$ cat src/rtl/pipeline_ctrl.sv
// Pipeline hazard / flow controller for a 5-stage in-order core.
//
// Ports:
//   clk, rst_n                      single clock, synchronous active-low reset
//   i_id_rs1/rs2, i_id_use1/use2    sources of the instruction in ID
//   i_exe_rs1/rs2, i_exe_rd,
//   i_exe_regwrite, i_exe_memread   instruction in EXE
//   i_mem_rd, i_mem_regwrite        EXE/MEM destination (forwarding source 01)
//   i_wb_rd, i_wb_regwrite          MEM/WB destination (forwarding source 10)
//   i_branch_taken                  branch resolved taken in EXE
//   i_mem_req, i_mem_ready          data-memory handshake of the MEM stage
//   i_halt, i_resume                halt / resume requests
//   o_pc_en, o_*_en                 PC and pipeline-register load enables
//   o_ifid_flush, o_idexe_flush     load a bubble instead of data
//   o_fwd_a, o_fwd_b                EXE operand select (00 RF, 01 EXE/MEM, 10 MEM/WB)
//   o_state, o_halted               FSM state (RUN/MEM_WAIT/DRAIN/HALTED), halted flag
//   o_mem_timeout                   sticky memory-wait timeout
//   o_stall_cnt                     count of cycles with the PC held (outside HALTED)
module pipeline_ctrl #(
    parameter int unsigned DRAIN_CYCLES = 4,
    parameter int unsigned WAIT_LIMIT   = 255
) (
    input  logic        clk,
    input  logic        rst_n,
    input  logic [3:0]  i_id_rs1,
    input  logic [3:0]  i_id_rs2,
    input  logic        i_id_use1,
    input  logic        i_id_use2,
    input  logic [3:0]  i_exe_rs1,
    input  logic [3:0]  i_exe_rs2,
    input  logic [3:0]  i_exe_rd,
    input  logic        i_exe_regwrite,
    input  logic        i_exe_memread,
    input  logic [3:0]  i_mem_rd,
    input  logic        i_mem_regwrite,
    input  logic [3:0]  i_wb_rd,
    input  logic        i_wb_regwrite,
    input  logic        i_branch_taken,
    input  logic        i_mem_req,
    input  logic        i_mem_ready,
    input  logic        i_halt,
    input  logic        i_resume,
    output logic        o_pc_en,
    output logic        o_ifid_en,
    output logic        o_idexe_en,
    output logic        o_exemem_en,
    output logic        o_memwb_en,
    output logic        o_ifid_flush,
    output logic        o_idexe_flush,
    output logic [1:0]  o_fwd_a,
    output logic [1:0]  o_fwd_b,
    output logic [1:0]  o_state,
    output logic        o_halted,
    output logic        o_mem_timeout,
    output logic [15:0] o_stall_cnt
);

    typedef enum logic [1:0] {
        StRun     = 2'd0,
        StMemWait = 2'd1,
        StDrain   = 2'd2,
        StHalted  = 2'd3
    } state_e;

    localparam logic [15:0] DrainInit = 16'(DRAIN_CYCLES);
    localparam logic [15:0] WaitLimit = 16'(WAIT_LIMIT);

    state_e      state_q, state_d, ret_q, ret_d, eff_state;
    logic [15:0] drain_q, drain_d;
    logic [15:0] wait_q, wait_d;
    logic [15:0] stall_q, stall_d;
    logic        timeout_q, timeout_d;

    logic freeze, load_use;
    logic pc_en, ifid_en, idexe_en, exemem_en, memwb_en;
    logic ifid_flush, idexe_flush;

    assign freeze   = i_mem_req & ~i_mem_ready;
    assign load_use = i_exe_memread & i_exe_regwrite &
                      ((i_id_use1 & (i_id_rs1 == i_exe_rd)) |
                       (i_id_use2 & (i_id_rs2 == i_exe_rd)));

    // The cycle memory becomes ready behaves as a cycle of the saved return state.
    assign eff_state = (state_q == StMemWait) ? ret_q : state_q;

    always_comb begin
        state_d     = state_q;
        ret_d       = ret_q;
        drain_d     = drain_q;
        wait_d      = wait_q;
        timeout_d   = timeout_q;
        pc_en       = 1'b0;
        ifid_en     = 1'b0;
        idexe_en    = 1'b0;
        exemem_en   = 1'b0;
        memwb_en    = 1'b0;
        ifid_flush  = 1'b0;
        idexe_flush = 1'b0;

        if (state_q == StMemWait) begin
            if (wait_q != 16'hFFFF) begin
                wait_d = wait_q + 16'd1;
            end
            if (wait_d >= WaitLimit) begin
                timeout_d = 1'b1;
            end
        end

        if (state_q == StMemWait && !i_mem_ready) begin
            // Everything frozen until memory answers.
        end else if ((state_q == StRun || state_q == StDrain) && freeze) begin
            state_d = StMemWait;
            ret_d   = state_q;
            wait_d  = 16'd0;
        end else begin
            if (state_q == StMemWait) begin
                state_d = ret_q;
            end
            case (eff_state)
                StRun: begin
                    pc_en     = 1'b1;
                    ifid_en   = 1'b1;
                    idexe_en  = 1'b1;
                    exemem_en = 1'b1;
                    memwb_en  = 1'b1;
                    if (i_branch_taken) begin
                        ifid_flush  = 1'b1;
                        idexe_flush = 1'b1;
                    end else if (load_use) begin
                        pc_en       = 1'b0;
                        ifid_en     = 1'b0;
                        idexe_flush = 1'b1;
                    end
                    if (i_halt) begin
                        drain_d = DrainInit;
                        state_d = StDrain;
                    end
                end
                StDrain: begin
                    // Fetch stops; bubbles enter IF/ID while older work retires.
                    ifid_en    = 1'b1;
                    ifid_flush = 1'b1;
                    idexe_en   = 1'b1;
                    exemem_en  = 1'b1;
                    memwb_en   = 1'b1;
                    if (drain_q <= 16'd1) begin
                        drain_d = 16'd0;
                        state_d = StHalted;
                    end else begin
                        drain_d = drain_q - 16'd1;
                    end
                end
                StHalted: begin
                    if (i_resume) begin
                        state_d = StRun;
                    end
                end
                default: begin
                end
            endcase
        end

        stall_d = stall_q;
        if (!pc_en && state_q != StHalted) begin
            stall_d = stall_q + 16'd1;
        end
    end

    always_ff @(posedge clk) begin
        if (!rst_n) begin
            state_q   <= StRun;
            ret_q     <= StRun;
            drain_q   <= 16'd0;
            wait_q    <= 16'd0;
            stall_q   <= 16'd0;
            timeout_q <= 1'b0;
        end else begin
            state_q   <= state_d;
            ret_q     <= ret_d;
            drain_q   <= drain_d;
            wait_q    <= wait_d;
            stall_q   <= stall_d;
            timeout_q <= timeout_d;
        end
    end

    // Forwarding is purely combinational; EXE/MEM wins over MEM/WB.
    always_comb begin
        o_fwd_a = 2'b00;
        if (i_mem_regwrite && i_mem_rd == i_exe_rs1) begin
            o_fwd_a = 2'b01;
        end else if (i_wb_regwrite && i_wb_rd == i_exe_rs1) begin
            o_fwd_a = 2'b10;
        end
        o_fwd_b = 2'b00;
        if (i_mem_regwrite && i_mem_rd == i_exe_rs2) begin
            o_fwd_b = 2'b01;
        end else if (i_wb_regwrite && i_wb_rd == i_exe_rs2) begin
            o_fwd_b = 2'b10;
        end
    end

    // While reset is asserted the pipeline holds and loads bubbles.
    assign o_pc_en       = rst_n & pc_en;
    assign o_ifid_en     = rst_n & ifid_en;
    assign o_idexe_en    = rst_n & idexe_en;
    assign o_exemem_en   = rst_n & exemem_en;
    assign o_memwb_en    = rst_n & memwb_en;
    assign o_ifid_flush  = ~rst_n | ifid_flush;
    assign o_idexe_flush = ~rst_n | idexe_flush;
    assign o_state       = state_q;
    assign o_halted      = rst_n & (state_q == StHalted);
    assign o_mem_timeout = timeout_q;
    assign o_stall_cnt   = stall_q;

endmodule
$ cat config.mk
export PLATFORM = sky130hd
export DESIGN_NAME = pipeline_ctrl
export DESIGN_NICKNAME = d
export VERILOG_FILES = /design/src/rtl/pipeline_ctrl.sv
export SDC_FILE = /design/constraint.sdc
export NUM_CORES = 1
export LEC_CHECK = 0
export BUFFER_PORTS_ARGS = -buffer_cell sky130_fd_sc_hd__buf_2
export CORE_ASPECT_RATIO = 1.1
export CORE_MARGIN = 5
export CORE_UTILIZATION = 59
export CTS_CLUSTER_DIAMETER = 100
export CTS_CLUSTER_SIZE = 24
export DETAILED_ROUTE_END_ITERATION = 6
export HOLD_SLACK_MARGIN = 0.1
export PLACE_DENSITY = 0.86
export SYNTH_ARGS = -nofsm -noshare
export SYNTH_HDL_FRONTEND = slang
export SYNTH_SLANG_ARGS = --single-unit
export TNS_END_PERCENT = 100
$ cat constraint.sdc
create_clock -name clk -period 3.9 [get_ports clk]
set_clock_uncertainty 0.2 [all_clocks]
set_input_delay 0.39 -clock clk [delete_from_list [all_inputs] [get_ports clk]]
set_output_delay 0.39 -clock clk [all_outputs]
set_load 0.01 [all_outputs]
==> metrics.md <==
| Metric | Value |
|---|---|
| M1 WL | `3.29 mm` |
| Mean cell area of the mapped netlist | `8.09 um2` |
| Number of hold-repair buffers added at the cts stage | `0` |
| Status | `finished, final reports clean` |
| Vias in the first global route | `3005` |
| Final net count | `518` |
| Total core area | `0.00540 mm2` |
| Worst path required time | `3310 ps` |
| Achievable Freq | `360 MHz` |
| Sink count of the clock tree | `53` |
| Synth Area in Simple Gates | `30.8%` |
| Post-CTS sizing | `0` |
| Number of pins exceeding their max-slew limit in the final report | `0` |
| Final cell area excluding filler cells | `0.00376 mm2` |
| Hold Vio Cnt, Final | `0` |
| Pre-CTS setup slack | `1300 ps` |
| Growth of design area from synthesis to finish | `14.0%` |
| Fraction of layout instances using a drive strength above 1 | `21.1%` |
| Clock root buffer master | `sky130_fd_sc_hd__clkbuf_8` |
| Via count | `3102` |
| Cell at the slowest stage of the critical path | `sky130_fd_sc_hd__a311oi_2` |
| Number of flops mapped to enable cells by yosys | `0` |
| Detailed-router iteration count before antenna repair | `4` |
| Detailed Route Iter0 Violations | `135` |
| Ordered list of cells on the worst path | `o21ai_0 > a21oi_1 > a311oi_2 > nand2_1 > nor2_1 > buf_2` |
| DRC Markers | `0` |
| Final cell count without fillers | `549` |
| Boundary Pins | `72` |
| Primary flip-flop cell chosen by synthesis mapping | `sky130_fd_sc_hd__dfxtp_1` |
| Top routing layer in use | `met4` |
| Clk buf depth | `2` |
| Combinational family with the most area after synthesis | `simple AND/OR/NAND/NOR gates` |
| Post-layout minimum cycle time | `2780 ps` |
| Combined flip-flop and latch cell area | `0.00106 mm2` |
| Routed WL per cell | `13.5 um` |
| Post-synthesis xor/xnor area fraction | `13.0%` |
| Leak Pwr | `0.00160 uW` |
| Element type at the critical path end | `output pin` |
| Final GP Congestion | `0.882` |
| Cell types occupying the most area after synthesis | `sky130_fd_sc_hd__dfxtp_1 (32%), sky130_fd_sc_hd__xor2_1 (6.9%), sky130_fd_sc_hd__nor2_1 (6.4%)` |
| Worst-case headroom to the max-slew limit | `54.1%` |
| Initial antenna violation count | `0` |
| Crit path largest cell delay | `640 ps` |
| Estimated wirelength of the detail-placed design | `5.63 mm` |
| Fraction of the cycle the final worst path needs | `71.3%` |
| Fraction of synthesized cell area taken by the top area cell type | `32.1%` |
| Final Core Density | `69.8%` |
| Total setup buffers inserted after CTS | `0` |
| Most frequent cells in the layout | `sky130_fd_sc_hd__buf_2 (71), sky130_fd_sc_hd__nor2_1 (56), sky130_fd_sc_hd__dfxtp_1 (53), sky130_fd_sc_hd__nand2_1 (41), sky130_fd_sc_hd__xor2_1 (26)` |
| Number of distinct library cells after synthesis | `61` |
| Ys async rst share | `0%` |
| Die Y-Extent | `88.5 um` |
| Maximum vdd ir drop | `288 uV` |
| Seq cells post-synth | `53` |
| Power Density | `353 mW/mm2` |
| Launching element type of the critical path | `register` |
| Clock transition time at the flip-flop clock pins of the worst setup and hold paths | `90 ps` |
| RSZ-0062 raised after global routing | `false` |
| Count of yosys warnings during synthesis | `0` |
| Buffers and inverters on the worst path | `1` |
| Number of placement rows | `28` |
| Least-Margin Pin Slew | `688 ps` |
| Global-route congestion overflow total | `0` |
| Adder-cell share of the synthesized area | `1.52%` |
| Number of standard cells after synthesis | `408` |
| Buffers added on ports | `71` |
| Number of placed instances with taps included | `541` |
| Cell family with most CP delay | `compound AO/OA/AOI/OAI gates` |
| Pin count of the biggest net entering global routing | `26` |
| First-pass GRT wire length | `12.8 mm` |
| Later-pin clock latency in the skew report | `310 ps` |
| Count of maximum capacitance violations | `0` |
| Die W | `81.3 um` |
| Met2 routed wirelength | `3.77 mm` |
| Number of buffers created by CTS | `5` |
| Arrival @ worst endpoint | `2190 ps` |
| Post-synth net total | `453` |
| Type of the tightest min-delay check | `in2reg` |
| Count of antenna-violating nets left after detailed routing | `0` |
| Count of inserted antenna diode cells | `0` |
| Max H-tree Level | `2` |
| Setup-violating endpoint count in the final report | `0` |
| Global router's overall resource usage | `21.8%` |
| Post-synthesis sequential area ratio | `32.1%` |
| Amount of wire on met3 after detailed routing | `293 um` |
| Wire length after detailed routing | `7.43 mm` |
| Vias per inst | `5.65` |
| Setup WS post-layout | `1120 ps` |
| Largest area contributor in the synthesized netlist | `sky130_fd_sc_hd__dfxtp_1` |
| Combined area of the multi-input logic cells | `0.00208 mm2` |
| Compound-Gate Fraction of Synth Area | `13.2%` |
| Overall die area | `0.00719 mm2` |
| Top fanout value on the critical path | `16` |
| Post-place instance area | `0.00367 mm2` |
| Most common cell after layout, fill and taps aside | `sky130_fd_sc_hd__buf_2` |
| Total negative slack | `0 ps` |
| Post-synthesis instance area | `0.00330 mm2` |
| Clock tree from TritonCTS | `done` |
| Critical path start-end classification | `reg2out` |
| Filler instances | `459` |
| Initial standard-cell utilization of the core | `61.2%` |
| Mux contribution to synthesized area | `4.62%` |
-- registers in the layout, indices dropped and copies added (netlist names) --
signal and flops:
o_mem_timeout 1, wait_q 16, ret_q 2, o_state 2, drain_q 16, o_stall_cnt 16
-- final cells by class --
class | instances | share of cell area (%)
clock buffer | 5 | 1.83
clock inverter | 3 | 0.598
inverter | 13 | 1.30
multi-input combinational | 325 | 55.4
sequential | 53 | 28.2
tap | 75 | 2.49
timing repair buffer | 75 | 10.2
-- where the power goes --
part / internal, uW / switching [uW]
registers: 577 / 49.3
clock network: 126 / 190
logic: 169 / 217
total: 872 / 456
-- cells in the mapped netlist (all sizes together) (4+ instances only) --
master  number
a211oi       4
a21oi       17
a311oi       4
a31oi        4
and2         5
and3        10
and4         7
buf         13
clkbuf       4
dfxtp       53
ha           4
inv         12
mux2i       13
nand2       41
nand2b      10
nand3       19
nand4       12
nor2        56
nor2b        6
nor3        10
nor4         5
o21ai       13
or3          4
or4          4
xnor2       21
xor2        27
-- metrics by stage --
step,hold slack [ps],total power (uW)
floorplan,250,920
global placement,254,1010
detailed placement,266,1020
CTS,202,1340
global route,205,1410
finish,216,1330
-- logic make-up after synthesis --
logic type	Yosys count
xor+xnor	48
mux	15
fa+ha+maj	4
compound gates	63
simple gates	195
buf+inv	30
flops	53
-- routing by layer --
layer  GRT usage, %  vias up
li1               -     1571
met1           26.1     1458
met5              0        -
met3           3.56        9
met2           39.8       64
met4           6.30        0
-- path summary, 6_finish.rpt --
path                            cells after the start  slack (ps)       startpoint               to
worst max-delay path                                6        1120       o_state[0]          o_pc_en
worst min-delay path                                3         220         i_resume       o_state[0]
worst max register to register                      7        1280        wait_q[0]    o_mem_timeout
worst min register to register                      2         280  o_stall_cnt[15]  o_stall_cnt[15]
-- tightest hold or removal path: cells and delay by family --
| family | cells | cell delay, ps |
|---|---|---|
| AOI/OAI and AO/OA | 1 | 170 |
| buffers and inverters | 1 | 90 |
| and+or+nand+nor | 1 | 30 |
(Power assumes the default switching activity.)
